<file path="src/rtl/vga_timing_defs.sv">
// Shared timing constants for the VGA raster generators: 640x480@60 defaults,
// sync polarity constants and the helper that derives H_TOTAL/V_TOTAL.
package vga_timing_defs;

  localparam bit SYNC_ACTIVE_LOW  = 1'b0;
  localparam bit SYNC_ACTIVE_HIGH = 1'b1;

  localparam int DEF_H_ACTIVE = 640;
  localparam int DEF_H_FRONT  = 16;
  localparam int DEF_H_SYNC   = 96;
  localparam int DEF_H_BACK   = 48;
  localparam int DEF_V_ACTIVE = 480;
  localparam int DEF_V_FRONT  = 10;
  localparam int DEF_V_SYNC   = 2;
  localparam int DEF_V_BACK   = 33;
  localparam int DEF_CLK_DIV  = 2;
  localparam int DEF_CNT_W    = 10;

  function automatic int timing_total(input int active, input int front,
                                      input int sync, input int back);
    return active + front + sync + back;
  endfunction

  localparam int DEF_H_TOTAL = timing_total(DEF_H_ACTIVE, DEF_H_FRONT, DEF_H_SYNC, DEF_H_BACK);
  localparam int DEF_V_TOTAL = timing_total(DEF_V_ACTIVE, DEF_V_FRONT, DEF_V_SYNC, DEF_V_BACK);

endpackage

</file>
<file path="src/rtl/clk_en_div.sv">
// Enabled clock divider: counts 0..DIV-1 while i_en is high and flags the
// terminal count as a tick. Also used by the RTC interface blocks.
module clk_en_div #(
  parameter int DIV = 2
) (
  input  logic i_clk,
  input  logic i_rst,
  input  logic i_en,
  output logic o_tick
);

  localparam int DW = (DIV > 1) ? $clog2(DIV) : 1;
  localparam logic [DW-1:0] L_LAST = DW'(DIV - 1);

  logic [DW-1:0] r_div;
  logic          r_at_last;
  logic [DW-1:0] w_div_nx;

  assign w_div_nx = r_at_last ? '0 : r_div + DW'(1);

  // The terminal-count flag is kept as a register so the tick is a flop ANDed with en.
  always_ff @(posedge i_clk or posedge i_rst) begin
    if (i_rst) begin
      r_div     <= '0;
      r_at_last <= (DIV == 1);
    end else if (i_en) begin
      r_div     <= w_div_nx;
      r_at_last <= (w_div_nx == L_LAST);
    end
  end

  assign o_tick = i_en & r_at_last;

endmodule

</file>
<file path="src/rtl/vga_timing_gen.sv">
// Parametrised VGA/SVGA raster timing generator with registered, aligned outputs.
// Optional 16-bit frame counter output when VGA_TIMING_FRAME_CNT_EN is defined.
module vga_timing_gen
  import vga_timing_defs::*;
#(
  parameter int H_ACTIVE = DEF_H_ACTIVE,
  parameter int H_FRONT  = DEF_H_FRONT,
  parameter int H_SYNC   = DEF_H_SYNC,
  parameter int H_BACK   = DEF_H_BACK,
  parameter int V_ACTIVE = DEF_V_ACTIVE,
  parameter int V_FRONT  = DEF_V_FRONT,
  parameter int V_SYNC   = DEF_V_SYNC,
  parameter int V_BACK   = DEF_V_BACK,
  parameter int CLK_DIV  = DEF_CLK_DIV,
  parameter bit HS_POL   = SYNC_ACTIVE_LOW,
  parameter bit VS_POL   = SYNC_ACTIVE_LOW,
  parameter int CNT_W    = DEF_CNT_W
) (
  input  logic             clk,
  input  logic             rst,
  input  logic             en,
  output logic             px_en,
  output logic             hsync,
  output logic             vsync,
  output logic             video_on,
  output logic [CNT_W-1:0] px_x,
  output logic [CNT_W-1:0] px_y,
  output logic             line_start,
  output logic             frame_start
`ifdef VGA_TIMING_FRAME_CNT_EN
  ,
  output logic [15:0]      frame_cnt
`endif
);

  localparam int H_TOTAL = timing_total(H_ACTIVE, H_FRONT, H_SYNC, H_BACK);
  localparam int V_TOTAL = timing_total(V_ACTIVE, V_FRONT, V_SYNC, V_BACK);

  if (CLK_DIV < 1) begin : g_bad_div
    $error("vga_timing_gen: CLK_DIV must be at least 1");
  end
  if (CNT_W < 1 || (CNT_W < 31 && (H_TOTAL > (1 << CNT_W) || V_TOTAL > (1 << CNT_W)))) begin : g_bad_cnt_w
    $error("vga_timing_gen: CNT_W too narrow for H_TOTAL-1 / V_TOTAL-1");
  end

  localparam logic [CNT_W-1:0] L_H_LAST   = CNT_W'(H_TOTAL - 1);
  localparam logic [CNT_W-1:0] L_V_LAST   = CNT_W'(V_TOTAL - 1);
  localparam logic [CNT_W-1:0] L_H_ACT    = CNT_W'(H_ACTIVE);
  localparam logic [CNT_W-1:0] L_V_ACT    = CNT_W'(V_ACTIVE);
  localparam logic [CNT_W-1:0] L_HS_FIRST = CNT_W'(H_ACTIVE + H_FRONT);
  localparam logic [CNT_W-1:0] L_HS_LAST  = CNT_W'(H_ACTIVE + H_FRONT + H_SYNC - 1);
  localparam logic [CNT_W-1:0] L_VS_FIRST = CNT_W'(V_ACTIVE + V_FRONT);
  localparam logic [CNT_W-1:0] L_VS_LAST  = CNT_W'(V_ACTIVE + V_FRONT + V_SYNC - 1);

  logic             w_tick;
  logic             w_x_wrap;
  logic [CNT_W-1:0] w_nx_x;
  logic [CNT_W-1:0] w_nx_y;
  logic             w_hs_act;
  logic             w_vs_act;
  logic             w_von;

  logic             r_px_en;
  logic             r_hsync;
  logic             r_vsync;
  logic             r_video_on;
  logic [CNT_W-1:0] r_px_x;
  logic [CNT_W-1:0] r_px_y;
  logic             r_line_start;
  logic             r_frame_start;

  clk_en_div #(
    .DIV(CLK_DIV)
  ) u_div (
    .i_clk (clk),
    .i_rst (rst),
    .i_en  (en),
    .o_tick(w_tick)
  );

  // Next coordinates are decoded combinationally so syncs register with no skew.
  assign w_x_wrap = (r_px_x == L_H_LAST);
  assign w_nx_x   = w_x_wrap ? '0 : r_px_x + CNT_W'(1);
  assign w_nx_y   = !w_x_wrap ? r_px_y :
                    (r_px_y == L_V_LAST) ? '0 : r_px_y + CNT_W'(1);
  assign w_hs_act = (w_nx_x >= L_HS_FIRST) && (w_nx_x <= L_HS_LAST);
  assign w_vs_act = (w_nx_y >= L_VS_FIRST) && (w_nx_y <= L_VS_LAST);
  assign w_von    = (w_nx_x < L_H_ACT) && (w_nx_y < L_V_ACT);

  always_ff @(posedge clk or posedge rst) begin
    if (rst) begin
      r_px_x        <= L_H_LAST;
      r_px_y        <= L_V_LAST;
      r_px_en       <= 1'b0;
      r_line_start  <= 1'b0;
      r_frame_start <= 1'b0;
      r_video_on    <= 1'b0;
      r_hsync       <= ~HS_POL;
      r_vsync       <= ~VS_POL;
    end else begin
      r_px_en       <= w_tick;
      r_line_start  <= w_tick && w_x_wrap;
      r_frame_start <= w_tick && w_x_wrap && (w_nx_y == '0);
      if (w_tick) begin
        r_px_x     <= w_nx_x;
        r_px_y     <= w_nx_y;
        r_hsync    <= w_hs_act ? HS_POL : ~HS_POL;
        r_vsync    <= w_vs_act ? VS_POL : ~VS_POL;
        r_video_on <= w_von;
      end
    end
  end

`ifdef VGA_TIMING_FRAME_CNT_EN
  logic [15:0] r_frame_cnt;

  always_ff @(posedge clk or posedge rst) begin
    if (rst) begin
      r_frame_cnt <= '0;
    end else if (w_tick && w_x_wrap && (w_nx_y == '0)) begin
      r_frame_cnt <= r_frame_cnt + 16'd1;
    end
  end

  assign frame_cnt = r_frame_cnt;
`endif

  assign px_en       = r_px_en;
  assign hsync       = r_hsync;
  assign vsync       = r_vsync;
  assign video_on    = r_video_on;
  assign px_x        = r_px_x;
  assign px_y        = r_px_y;
  assign line_start  = r_line_start;
  assign frame_start = r_frame_start;

endmodule

</file>
<file path="config.mk">
export PLATFORM = sky130hd
export DESIGN_NAME = vga_timing_gen
export DESIGN_NICKNAME = d
export VERILOG_FILES = /design/src/rtl/vga_timing_defs.sv /design/src/rtl/clk_en_div.sv /design/src/rtl/vga_timing_gen.sv
export SDC_FILE = /design/constraint.sdc
export NUM_CORES = 1
export LEC_CHECK = 0
export ABC_AREA = 1
export CAP_MARGIN = 15
export CORE_UTILIZATION = 48
export DETAILED_ROUTE_END_ITERATION = 12
export PLACE_DENSITY_LB_ADDON = 0.05
export SYNTH_ARGS = -nofsm -noshare
export SYNTH_HDL_FRONTEND = slang
export SYNTH_SLANG_ARGS = --single-unit
</file>
<file path="constraint.sdc">
create_clock -name clk -period 1.9 [get_ports clk]
set_input_delay 0.38 -clock clk [delete_from_list [all_inputs] [get_ports clk]]
set_output_delay 0.38 -clock clk [all_outputs]
set_load 0.01 [all_outputs]
</file>
# Word level (Yosys, flattened, before mapping)
# Index checks and enable logic that the tools add are counted.
# op_classes
addsub,3
mux,6
magnitude_cmp,6
reduce_logical,6
n_eq_ne,2
bitwise_logic,1
# ops
cell,count
$mux W10,3
$add A10 B1 Y10 const B,2
$eq A10 B10 Y1 const B,2
$ge A10 B10 Y1 const B,1
$ge A10 B9 Y1 const B,1
$le A10 B10 Y1 const B,1
$le A10 B9 Y1 const B,1
$logic_not A10 Y1,1
$lt A10 B10 Y1 const B,1
$lt A10 B9 Y1 const B,1
$logic_and A1 B1 Y1,5
$mux W1,3
$add A1 B1 Y1 const B,1
$and A1 B1 Y1,1
# totals
output_inout_bits,26
register_bits,27
in_bits,3
elab_cells,33

# Logic depth before layout (Yosys ltp)
# Gate-level depths: netlist (run 1).
# logic_depth
depth_word,6
ltp_mapped,14
ltp_nobuf,14

# Modules after synthesis
# A second synthesis (run 1) with hierarchy kept.
# unflattened
cells_unflattened,250
area_unflattened_um2,1776.7
# modules_own_cells
module,cells_each,area_each_um2,seq_area_each_um2,instances
vga_timing_gen,241,1721.7,665.6,1
clk_en_div,9,55.1,25.0,1

# Worst setup path before layout (run 1)
# No wires, ideal clock.
# synth_path
path_type,flip-flop to flip-flop
startpoint,"register r_px_x[0], in the netlist px_x[0]"
endpoint,"register r_video_on, in the netlist video_on"
path_stages_with_launch,13
path_slack_ps,94
t_arrival_ps,1688
period_less_slack_ps,1806
path_buffers,0
setup_ps,117
t_required_ps,1783
cell_sequence,dfstp_2 -> ha_1 -> nand4_1 -> nor2_4 -> nand2_1 -> nand2_1 -> nand2_1 -> nor2_2 -> inv_2 -> nand2_1 -> inv_2 -> nand3_1 -> nand2_1
# synth_between
elab_chain_cells,4
word_cells_on_any_way,7
classes_between,add/sub: 1; order compare: 2; eq/ne: 1; mux: 2; reduce/logical: 1
# synth_rtl
element,line,text
"start, declared",vga_timing_gen.sv:67,logic [CNT_W-1:0] r_px_x;
"start signal, assigned",vga_timing_gen.sv:105,r_px_x <= w_nx_x;
$add A10 B1 Y10 or $eq A10 B10 Y1 (tied branches),"vga_timing_gen.sv:83, vga_timing_gen.sv:82",
"$mux W10, on equally long branches","vga_timing_gen.sv:83, vga_timing_gen.sv:84",
$lt A10 B10 Y1 or $lt A10 B9 Y1 (tied branches),vga_timing_gen.sv:88,assign w_von = (w_nx_x < L_H_ACT) && (w_nx_y < L_V_ACT);
$logic_and A1 B1 Y1 *,vga_timing_gen.sv:88,
"end signal, assigned",vga_timing_gen.sv:109,r_video_on <= w_von;
"end, declared",vga_timing_gen.sv:66,logic r_video_on;
# Every way passes the cells marked *; elsewhere a longest branch is shown, timed or not.
# A chain may end at the register's enable or synchronous reset.

# Final worst setup path (run 1)
# layout_path
startpoint,"register r_px_x[0], in the netlist px_x[0]"
endpoint,"register r_hsync, in the netlist hsync"
# layout_between
elab_chain_cells,5
word_cells_on_any_way,7
classes_between,add/sub: 1; order compare: 2; eq/ne: 1; mux: 2; reduce/logical: 1
# layout_rtl
element,line,text
$add A10 B1 Y10 or $eq A10 B10 Y1 (tied branches),"vga_timing_gen.sv:83, vga_timing_gen.sv:82",
$mux W10 *,vga_timing_gen.sv:83,assign w_nx_x = w_x_wrap ? '0 : r_px_x + CNT_W'(1);
$ge A10 B10 Y1 or $le A10 B10 Y1 (tied branches),vga_timing_gen.sv:86,assign w_hs_act = (w_nx_x >= L_HS_FIRST) && (w_nx_x <= L_HS_LAST);
$logic_and A1 B1 Y1 *,vga_timing_gen.sv:86,
$mux W1 *,vga_timing_gen.sv:107,r_hsync <= w_hs_act ? HS_POL : ~HS_POL;
"end signal, assigned",vga_timing_gen.sv:98,r_hsync <= ~HS_POL;
"end signal, assigned",vga_timing_gen.sv:107,
"end, declared",vga_timing_gen.sv:64,logic r_hsync;
# Marked as above.

==> results by group, run 1 <==
Global routing
  – Antenna violations before repair: 0
  – Total GRT Usage: 24.5%
  – First-pass GRT wire length: 7.69 mm
  – Largest net degree at the start of global routing: 31
  – Vias in the first global route: 1,638
  – Grt total ovfl: 0

Clocking
  – CTS tree: yes
  – Max clock buf depth: 2
  – CTS root buf: clkbuf_8
  – Post-CTS Hold Buffers: 0
  – H-tree levels: 1
  – Total CTS buffers: 3
  – Clk sinks: 27
  – Clk slew on worst S/H paths: 90 ps
  – Latest clock arrival within the worst-skew pair: 270 ps

Placement
  – IO Port Bufs: 28
  – Placed inst area: 2230 sq um
  – Placer Congestion: 0.887
  – Post-DP HPWL: 3.09 mm
  – Cells after DPL: 350

Route
  – DRT iter0 DRCs: 113
  – Via count: 1,817
  – Post-route ant nets: 0
  – Met2 wire len: 2.02 mm
  – DR vias/cell: 5.08
  – WL/cell: 12.9 um
  – Met3 wire length: 266 um
  – DR DRC count: 0
  – Total Wirelength: 4.61 mm
  – Drt pass-1 iters: 4
  – Top sig layer: met4
  – Met1 Wirelength: 2.28 mm

Yosys
  – Commonest cells post-synth: 80 x nand2_1, 40 x nor2_1, 27 x inv_1
  – Post-synth EDFFs: 0
  – Top-area cell type share of the netlist area: 20.9%
  – Area contributors post-synth: dfrtp_1 21%, dfstp_2 18%, nand2_1 17%
  – Post-synth top flop: dfrtp_1
  – Register area share after synthesis: 38.4%
  – Post-Syn Area: 1800 sq um
  – Yosys top cell by area: dfrtp_1
  – Avg Cell Area, Syn: 6.76 sq um
  – Ys async rst share: 100%
  – Most common cell in the synthesized netlist: nand2_1
  – Synth Instances: 266
  – Mapped Nets: 273
  – Number of synthesized register bits: 27
  – Distinct cells, synth: 30
  – Synthesis Warnings: 0

Finish
  – Antenna cells: 0
  – Final Util: 69.8%
  – Non-filler cells, final: 358
  – Final instance area: 2420 sq um
  – # nets final: 320
  – Syn-to-layout area delta: 34.6%
  – Fillers: 297
  – Layout cells sized above 1: 24.0%

STA
  – Slew headroom: 77.7%
  – Final period util: 101%
  – Max-slew violation count: 0
  – Tmin final: 1910 ps
  – Clock skew: 1.91 ps
  – Final Setup Violations: 1
  – Final Hold Viols: 0
  – Slew @ Worst Pin: 332 ps
  – RSZ-0062 raised after global routing: yes
  – Setup ws final: -10.7 ps
  – Fmax: 0.523 GHz

Power
  – Worst vdd ir: 0.000593 V
  – Clock share of power: 17.1%
  – Combinational fraction of design power: 38.3%
  – Design internal power: 1.19 mW
  – Sw Pwr: 0.686 mW
  – Power per Cell Area: 776 nW/um^2
  – Leak: 1.14 nW
  – Seq pwr share: 44.7%
  – Switching part of the total power: 36.5%

Worst setup path
  – WP depth: 11
  – Total buffers and inverters traversed by the critical path: 1
  – Critical-path top delay cell: dfstp_2
  – CP max stage delay: 570 ps
  – Setup crit start kind: flop
  – Critical path startpoint: px_x[0]
  – CP max FO: 6
  – Worst reg2reg path depth: 11
  – Critical path type: reg -> reg
  – Worst R2R Start: px_x[0]
  – Cell family with most CP delay: simple AND/OR/NAND/NOR gates
  – Worst R2R End: hsync
  – Reg2Reg Setup Slack: -10 ps
  – CP cell instances: ha_4 > nand3_4 > buf_6 > nor2_4 > nand2_4 > nand3_4 > nand2_1 > nor2_2 > nand2_1 > a21oi_1 > nor2_1
  – Crit path arrival time: 2120 ps
  – Crit end category: flop
  – Crit path capture: hsync
  – Critical path data required time: 2110 ps

Floorplanning
  – Initial Util: 51.9%
  – Die Span X: 63.2 um
  – Die ar.: 4000 sq um
  – Io pins: 29
  – Die height: 63.2 um
  – Rows: 21
  – Floorplan core area: 3470 sq um

Outcome
  – Status: finished with violations
  – Failing checks: setup timing

Flow run
  – Max-cap violations: 0

Worst hold path
  – Worst hold-check path type: in -> async
## power by group through the flow
stage                     Clock [mW]  Combinational [mW]  Sequential [mW]
final                          0.321               0.719            0.839
after global routing           0.356               0.790            0.852
after CTS                      0.340               0.696            0.822
after detailed placement           0               0.712            0.822
after global placement             0               0.705            0.821
after floorplan                    0               0.326            0.859
## cell type report
| type | instances | area (sq um) | area share, % |
|---|---|---|---|
| Multi-Input combinational cell | 200 | 1070 | 44.1 |
| Clock inverter | 1 | 5.00 | 0.207 |
| Tap cell | 46 | 57.6 | 2.38 |
| Sequential cell | 27 | 692 | 28.6 |
| Clock buffer | 3 | 41.3 | 1.71 |
| Inverter | 35 | 131 | 5.43 |
| Timing Repair Buffer | 46 | 427 | 17.6 |
## how the worst min path moves through the flow
stage,end,cells after the start,start,slack [ps]
floorplan,frame_start,1,rst,420
global placement,video_on,2,video_on,470
detailed placement,video_on,2,video_on,460
CTS,px_en,3,rst,460
global route,u_div.r_at_last,3,rst,480
finish,px_en,3,rst,450
## state kept, by name, indices dropped and copies added, names as in the netlist
| register | flops |
|---|---|
| frame_start | 1 |
| hsync | 1 |
| line_start | 1 |
| px_en | 1 |
| px_x | 10 |
| px_y | 10 |
| u_div.r_at_last | 1 |
| video_on | 1 |
| vsync | 1 |
## metrics by stage
stage | power (mW) | hold slack, ps | worst slack, ps | TNS [ps]
after floorplan | 1.18 | 424 | 94.4 | 0
after global placement | 1.53 | 468 | -6.65 | -7.37
after detailed placement | 1.53 | 465 | -41.8 | -84.9
after CTS | 1.86 | 458 | 6.32 | 0
after global routing | 2.00 | 479 | -131 | -454
final | 1.88 | 455 | -10.7 | -10.7
## worst reg2reg max path: stages (launching register included)
cell and delay (ps):
dfstp_2 570, ha_4 160, nand3_4 90, buf_6 130
nor2_4 180, nand2_4 140, nand3_4 130, nand2_1 70
nor2_2 120, nand2_1 70, a21oi_1 140, nor2_1 50
## what timing repair did
item	in CTS	in global routing
setup endpoints to repair	7	11
gates resized for setup	9	25
pin swaps	9	11
gates cloned	2	0
buffers inserted	2	1
## placed cells by master (no fill, tap or decap), drive strengths merged, types with 5 or more instances in the layout
cell / n
nand2: 82
nor2: 48
inv: 34
nand3: 25
clkdlybuf4s50: 22
o21ai: 19
buf: 18
dfrtp: 15
dfstp: 12
nand4: 8
a21oi: 5
## metal layers
layer | up-vias | global-route usage, %
met5 | - | 0
met4 | 0 | 6.25
met3 | 6 | 4.71
met2 | 60 | 35.6
met1 | 815 | 36.8
li1 | 936 | -
## cells by family after synthesis
| kind of cell | count (synthesis) | synth area share (%) |
|---|---|---|
| simple gates | 163 | 39.9 |
| xor+xnor | 2 | 0.974 |
| compound gates | 29 | 8.90 |
| fa+ha+maj | 4 | 2.78 |
| buf+inv | 41 | 9.04 |
| flops | 27 | 38.4 |
No activity file was read; power rests on OpenSTA's default activity.
==> run 2, diff against run 1 <==
- CORE_MARGIN: unset -> 4
- CTS_CLUSTER_SIZE: unset -> 28
==> results by group, run 2 (synthesis gave the netlist of run 1 again) <==
Worst setup path
  – Worst reg2reg path depth: 12
  – Crit end category: flop
  – Reg2Reg Setup Slack: -110 ps
  – CP max FO: 4
  – Setup crit start kind: flop
  – Critical path type: reg -> reg
  – Critical path startpoint: px_x[0]
  – Worst R2R End: vsync
  – Crit path arrival time: 2220 ps
  – Worst R2R Start: px_x[0]
  – Crit path capture: vsync
  – Critical path data required time: 2110 ps

Placement
  – IO Port Bufs: 28
  – Placer Congestion: 0.896
  – DP Worst Slack: -59.4 ps
  – Cells after DPL: 350
  – Post-DP HPWL: 3.31 mm
  – Placed inst area: 2230 sq um

Finish
  – Layout cells sized above 1: 24.9%
  – Most common cell after layout, fill and taps aside: nand2_1
  – Final instance area: 2440 sq um
  – Syn-to-layout area delta: 35.8%
  – # nets final: 325
  – Antenna cells: 0
  – Most frequent cells in the layout: 74 x nand2_1, 35 x nor2_1, 27 x inv_1
  – Fillers: 293
  – Non-filler cells, final: 363
  – Final Util: 70.5%

Clocking
  – CTS tree: yes
  – CTS root buf: clkbuf_8
  – Total CTS buffers: 3
  – Clk slew on worst S/H paths: 100 ps
  – Max clock buf depth: 2
  – H-tree levels: 1
  – Latest clock arrival within the worst-skew pair: 270 ps
  – Clk sinks: 27
  – Post-CTS Hold Buffers: 0

Power
  – Design internal power: 1.25 mW
  – Clock share of power: 17.2%
  – Combinational fraction of design power: 40.9%
  – Worst vdd ir: 0.000624 V
  – Seq pwr share: 41.9%
  – Sw Pwr: 0.702 mW
  – Leak: 1.16 nW
  – Switching part of the total power: 36.0%
  – Power per Cell Area: 798 nW/um^2

Floorplanning
  – Io pins: 29
  – Floorplan core area: 3470 sq um
  – Initial Util: 51.9%
  – Die ar.: 4790 sq um
  – Rows: 21
  – Die Span X: 69.2 um
  – Die height: 69.2 um

STA
  – Final Hold Viols: 0
  – Slew headroom: 77.0%
  – Clock skew: 2.64 ps
  – RSZ-0062 raised after global routing: yes
  – Fmax: 0.498 GHz
  – Max-slew violation count: 0
  – Tmin final: 2010 ps
  – Final Setup Violations: 4
  – Final period util: 106%
  – Slew @ Worst Pin: 344 ps
  – Setup ws final: -108 ps

Global routing
  – Vias in the first global route: 1,655
  – Grt total ovfl: 0
  – Antenna violations before repair: 0
  – First-pass GRT wire length: 7.79 mm
  – Total GRT Usage: 19.4%
  – Largest net degree at the start of global routing: 31

Outcome
  – Status: finished with violations
  – Failing checks: setup timing

Flow run
  – Max-cap violations: 0

Route
  – Drt pass-1 iters: 4
  – DR vias/cell: 5.02
  – Post-route ant nets: 0
  – Total Wirelength: 4.69 mm
  – DRT iter0 DRCs: 139
  – WL/cell: 12.9 um
  – Via count: 1,821
  – DR DRC count: 0

Worst hold path
  – Worst hold-check path type: in -> async
## run 2: cell types whose count changed in the layout (fill, tap and decap cells not counted), moves of 2 or more
| cell | before | now |
|---|---|---|
| nand2_1 | 76 | 74 |
| buf_4 | 17 | 22 |
| dlygate4sd2_1 | 2 | 0 |
| nand2_2 | 5 | 7 |
| nor2_4 | 5 | 3 |
## run 2: metal layers
metal  share of wire [%]  up-vias  track usage [%]
met5                   0        -                0
met4                0.41        0             3.90
met3                 4.4        2             2.17
met2                  44       49             29.2
met1                  51      825             30.0
li1                    -      945                -
## run 2: timing repair
item,CTS,global route
pin swaps,9,13
buffers inserted,2,5
resized for setup,8,22
setup endpoints to repair,5,11
gates cloned,1,1
## run 2: worst min-delay path by stage
stage	depth (start not counted)	end	start
6_report	3	px_en	rst
5_1_grt	3	frame_start	rst
3_5_place_dp	2	video_on	video_on
3_3_place_gp	2	video_on	video_on
2_1_floorplan	1	frame_start	rst
4_1_cts	3	px_y[8]	rst
## run 2: through the flow
| stage | total power [mW] | hold WS (ps) | setup TNS, ps |
|---|---|---|---|
| floorplan | 1.18 | 424 | 0 |
| global placement | 1.53 | 470 | -27.0 |
| detailed placement | 1.54 | 465 | -125 |
| CTS | 1.90 | 468 | -44.3 |
| global route | 2.09 | 493 | -925 |
| finish | 1.95 | 452 | -308 |
## run 2: power groups by stage
| stage | sequential (mW) | combinational [mW] | clock (mW) |
|---|---|---|---|
| 3_5_place_dp | 0.815 | 0.728 | 0 |
| 3_3_place_gp | 0.813 | 0.720 | 0 |
| 5_1_grt | 0.833 | 0.877 | 0.379 |
| 2_1_floorplan | 0.859 | 0.326 | 0 |
| 4_1_cts | 0.816 | 0.744 | 0.340 |
| 6_report | 0.817 | 0.796 | 0.336 |
## run 2: layout make-up
class,count,area [sq um],area share (%)
multi-input cells,200,1050,43.0
flip-flops and latches,27,691,28.3
repair buffers,51,469,19.2
inverters,35,131,5.38
well taps,46,57.6,2.36
clock buffers,4,45.0,1.84
## run 2: critical path, cell delays in order, from the launching register on
cell and delay [ps]:
dfstp_2 570, ha_4 150, buf_6 90, nand4_1 230, nor2_2 270, buf_4 140, nand2_1 40, nand2_1 60
o21ai_2 80, nand2_1 80, nand3_1 70, nor2_1 110, nor2_1 50
==> run 3, diff against run 2 <==
--- a/config.mk
+++ b/config.mk
@@ -8,4 +8,5 @@
 export ABC_AREA = 1
 export CAP_MARGIN = 15
+export CORE_ASPECT_RATIO = 0.75
 export CORE_MARGIN = 4
 export CORE_UTILIZATION = 48
==> constraint.sdc (replaced) <==
create_clock -name clk -period 1.9 [get_ports clk]
set_input_delay 0.57 -clock clk [delete_from_list [all_inputs] [get_ports clk]]
set_output_delay 0.57 -clock clk [all_outputs]
set_load 0.01 [all_outputs]
==> results by group, run 3 (synthesis gave the netlist of run 1 again) <==
Outcome
  – Status: finished with violations
  – Failing checks: setup timing

Worst setup path
  – Crit path arrival time: 2140 ps
  – Crit end category: flop
  – Critical path startpoint: px_x[1]
  – CP max FO: 6
  – Critical path type: reg -> reg
  – Critical path data required time: 2120 ps
  – Worst R2R Start: px_x[1]
  – Setup crit start kind: flop

Finish
  – Layout cells sized above 1: 28.2%
  – Most frequent cells in the layout: 76 x nand2_1, 35 x nor2_1, 29 x buf_4
  – # nets final: 331
  – Non-filler cells, final: 373
  – Final instance area: 2490 sq um
  – Area of the multi-input gates: 1060 sq um
  – Antenna cells: 0
  – Storage cell area: 701 sq um
  – Fillers: 282
  – Syn-to-layout area delta: 38.5%
  – Most common cell after layout, fill and taps aside: nand2_1

Route
  – Drt pass-1 iters: 4
  – DR DRC count: 0
  – WL/cell: 13.8 um
  – Post-route ant nets: 0
  – Total Wirelength: 5.14 mm
  – Via count: 1,915
  – DRT iter0 DRCs: 269
  – DR vias/cell: 5.13

Global routing
  – First-pass GRT wire length: 7.70 mm
  – Grt total ovfl: 0
  – Largest net degree at the start of global routing: 31
  – Vias in the first global route: 1,594
  – Antenna violations before repair: 0
  – Total GRT Usage: 20.7%

STA
  – Slew @ Worst Pin: 346 ps
  – Fmax: 0.522 GHz
  – Setup ws final: -16.6 ps
  – Tmin final: 1920 ps
  – RSZ-0062 raised after global routing: yes
  – Clock skew: 3.37 ps
  – Final Hold Viols: 0
  – Final period util: 101%
  – Max-slew violation count: 0
  – Final Setup Violations: 1
  – Slew headroom: 76.9%

Clocking
  – Max clock buf depth: 2
  – Total CTS buffers: 3
  – H-tree levels: 1
  – CTS tree: yes
  – Clk slew on worst S/H paths: 100 ps
  – Latest clock arrival within the worst-skew pair: 280 ps
  – Clk sinks: 27
  – CTS root buf: clkbuf_8

Floorplanning
  – Initial Util: 52.2%
  – Die ar.: 4800 sq um
  – Die Span X: 78.7 um
  – Io pins: 29
  – Die height: 61.0 um
  – Rows: 18
  – Floorplan core area: 3450 sq um

Placement
  – Cells after DPL: 349
  – Placer Congestion: 0.899
  – IO Port Bufs: 28
  – Placed inst area: 2190 sq um
  – Post-DP HPWL: 3.32 mm

Worst hold path
  – Worst hold-check path type: reg -> reg
  – Hold_sp: video_on

Flow run
  – Max-cap violations: 0

Power
  – Power per Cell Area: 804 nW/um^2
  – Worst vdd ir: 0.000663 V
  – Leak: 1.15 nW
  – Design Power: 2.00 mW
run 3: cell count changes in the layout (fill, tap and decap cells not counted), moves of 2 or more:
cell and delta:
nand2_1 +2, nor2_4 +3, nor2_2 -3, dlymetal6s2s_1 -4, dfrtp_2 +8, nand2_2 -2
dfrtp_1 -8, buf_4 +7, clkdlybuf4s50_1 -8, dlygate4sd2_1 +12
run 3: worst paths after layout:
kind	endpoint	slack, ps	depth (start not counted)
worst min-delay path	video_on	510	2
min in group asynchronous	frame_start	640	3
worst min register to register	video_on	510	2
worst max-delay path	vsync	-20	10
max in group asynchronous	px_y[3]	950	3
worst max register to register	vsync	-20	10
run 3: critical path: stages (launching register included):
cell and delay (ps):
dfstp_2 580, ha_4 170, nand3_4 100, nor2_4 240, nand3_1 120, nand2_1 110
nand3_2 130, nor2_2 150, nand3_1 100, nor2_1 110, nor2_1 50
run 3: repair_timing:
action	in CTS	in global routing
buffers inserted	5	13
hold endpoints to repair	0	0
pin swaps	2	9
endpoints found under the setup margin	20	14
resized for setup	19	27
hold buffers	0	0
gates cloned	1	1
run 3: cell type report:
class	instances	area share, %
Multi-Input combinational cell	200	42.6
Sequential cell	27	28.1
Timing Repair Buffer	57	19.5
Inverter	35	5.27
Tap cell	50	2.51
Clock buffer	3	1.66
Clock inverter	1	0.301
run 3: metal layers:
layer	GRT usage (%)	vias to the layer above	wire length (um)
met5	0	-	0
met4	4.24	0	22
met3	4.09	2	368
met2	30.5	78	2320
met1	31.6	878	2430
li1	-	957	-
run 3: report_power, final:
| group | leakage (nW) | switching (mW) | total, mW | internal, mW |
|---|---|---|---|---|
| sequential | 0.302 | 0.105 | 0.807 | 0.701 |
| combinational | 0.830 | 0.447 | 0.853 | 0.406 |
| clock | 0.0217 | 0.195 | 0.344 | 0.149 |
| total | 1.15 | 0.748 | 2.00 | 1.26 |
run 3: stage by stage:
step	util (%)	setup slack (ps)	setup TNS [ps]	hold slack, ps
after floorplan	-	94.4	0	474
after global routing	72.3	-99.2	-306	556
after detailed placement	63.7	-12.6	-12.6	467
after global placement	63.7	32.6	0	476
after CTS	66.2	1.30	0	505
final	72.3	-16.6	-16.6	505
==> edit, RTL diff (config.mk and constraints of run 2) <==
Remove the register `r_line_start`: a continuous assignment takes its place, so the output `line_start` follows one clock earlier.
--- a/src/rtl/vga_timing_gen.sv
+++ b/src/rtl/vga_timing_gen.sv
@@ -92,14 +92,12 @@
       r_px_x        <= L_H_LAST;
       r_px_y        <= L_V_LAST;
       r_px_en       <= 1'b0;
-      r_line_start  <= 1'b0;
       r_frame_start <= 1'b0;
       r_video_on    <= 1'b0;
       r_hsync       <= ~HS_POL;
       r_vsync       <= ~VS_POL;
     end else begin
       r_px_en       <= w_tick;
-      r_line_start  <= w_tick && w_x_wrap;
       r_frame_start <= w_tick && w_x_wrap && (w_nx_y == '0);
       if (w_tick) begin
         r_px_x     <= w_nx_x;
@@ -110,6 +108,8 @@
       end
     end
   end
+
+  assign r_line_start = w_tick && w_x_wrap;
 
 `ifdef VGA_TIMING_FRAME_CNT_EN
   logic [15:0] r_frame_cnt;
Formal check against the unedited RTL: not equivalent (Yosys sat finds a counterexample within 4 cycles, from zero or initial values and one cycle with rst high).
==> edit against run 2 <==
  * The run still ends with setup timing left
  * Final area increased by 2.0%
  * Critical path depth increased by 1
  * Sequential cell count is 1 lower
  * Non-clock buffer count is 6 higher
  * Worst setup slack improved by 0.033 ns
  * Combinational power is 6.5% higher
  * Critical endpoint is now video_on
  * Sequential share of layout area fell by 1.6 points
  * Wire length is 1.5% lower
  * Area after synthesis is 1.4% lower
  * Clock power rose by 35%
  * Power up 4.7%
==> edit: results (changes against run 2) <==
Layout
  • Area of the multi-input gates: 1040 um^2 (-0.48%)
  • Layout cells sized above 1: 0.262 (+0.0125)
  • Final net count: 329 (+1.2%)
  • Number of fill cells in the layout: 291 (-0.68%)

Run status
  • Violated checks: setup timing
  • Status: complete, but fails checks

Pwr
  • Psw: 681 uW (-3.0%)
  • Maximum VDD drop: 0.666 mV (+6.6%)
  • Leakage power: 0.00121 uW (+3.9%)

Critical path
  • Worst EP arrival: 2.15 ns (-0.07 ns)
  • Worst-path maximum fanout: 5 (+1)
  • Startpoint types: flop
  • Reg2reg start: px_x[0]
  • Crit path max-delay family: simple AND/OR/NAND/NOR gates

Place
  • Pre-CTS setup slack: -0.181 ns (-0.121 ns)
  • Placed inst area: 2280 um^2 (+2.2%)
  • DP HPWL: 3310 um (-0.18%)
  • PortBufs: 28 (unchanged)
  • Final estimated routing congestion in global placement: 0.868 (-3.2%)
  • Post-Place Cells: 359 (+2.6%)

Detailed routing
  • DRT Pass-1 Iters: 4 (unchanged)
  • Wl on met1: 2230 um (-6.3%)
  • Vias: 1872 (+2.8%)
  • Metal3 WL: 311 um (+50%)
  • Routed vias/inst: 5.10 (+1.7%)
  • DRT iter0 DRCs: 142 (+2.2%)
  • Met2 wire len: 2040 um (-2.1%)
  • Top routing layer used: met4
  • Post-Route WL: 4620 um (-1.5%)

Synthesis
  • Register area share after synthesis: 0.375 (-0.00869)
  • YS warnings: 0 (unchanged)
  • Synth Flop Type: dfrtp_1
  • Mapped Cells: 265 (-0.38%)
  • Top post-synthesis cells by area: dfrtp_1 20%, dfstp_2 18%, nand2_1 17%
  • EDFF count, synth: 0 (unchanged)
  • Post-synth top cells: 80 x nand2_1, 40 x nor2_1, 27 x inv_1
  • Ys async rst share: 1.00 (unchanged)

STA
  • Fin worst setup slack: -0.0755 ns (+0.0330 ns)
  • Worst Clk Skew: 0.00334 ns (+0.000697 ns)
  • Final setup fails: 4 (unchanged)
  • Setup TNS: -0.183 ns (+0.125 ns)
  • Worst-Margin Slew: 0.325 ns (-0.0195 ns)

Global routing
  • Grt total ovfl: 0 (unchanged)
  • Number of global-route vias before repair: 1607 (-2.9%)
  • Gr usage total: 0.213 (+0.0184)
  • First-pass GRT wire length: 7560 um (-3.0%)

Hold path
  • Hold Crit Class: primary input to async pin

Clocking
  • CTS root buffer: clkbuf_8
  • CTS clk-pin slew, worst paths: 0.09 ns
[edit: what timing repair did]
action                     4_1_cts  5_1_grt
cloned                           1        0
resized for setup               13       24
setup endpoints to repair        5       15
buffers inserted                 2        1
pin swaps                        8       13
[edit: logic make-up (layout without fill, tap and decap cells)]
logic type / count (synthesis) / in the layout / share of synthesized area
fa+ha+maj: 4 / 4 / 0.0282
flops: 26 / 26 / 0.375
simple gates: 163 / 164 / 0.405
compound gates: 29 / 29 / 0.0903
xor+xnor: 2 / 2 / 0.00987
buf+inv: 41 / 96 / 0.0917
[edit: path summary, 6_finish.rpt]
kind	to	slack (ns)	cells after the start
max	video_on	-0.08	13
max reg2reg	video_on	-0.08	13
max in group asynchronous	px_x[9]	1.15	3
min reg2reg	video_on	0.51	2
min in group clk	video_on	0.51	2
min	px_y[7]	0.45	3
[edit: area by class of cell]
cell class / count / area share
sequential: 26 / 0.267
clock inverter: 1 / 0.0120
clock buffer: 3 / 0.0166
inverter: 35 / 0.0527
multi-input combinational: 199 / 0.419
tap: 46 / 0.0231
timing repair buffer: 57 / 0.209
[edit: metal layers]
| metal | global-route usage | vias to the layer above |
|---|---|---|
| met3 | 0.0421 | 6 |
| met2 | 0.321 | 65 |
| met4 | 0.0414 | 0 |
| li1 | - | 949 |
| met1 | 0.316 | 852 |
| met5 | 0 | - |
[edit: power by group through the flow]
stage | Combinational, uW | Sequential [uW] | Clock, uW
floorplan | 325 | 837 | 0
global placement | 806 | 735 | 0
detailed placement | 816 | 739 | 0
CTS | 839 | 742 | 463
global route | 938 | 749 | 487
finish | 848 | 740 | 453
[edit: worst min-delay path, delay by kind of cell]
| kind | cells | cell delay (ns) |
|---|---|---|
| buf+inv | 3 | 0.74 |
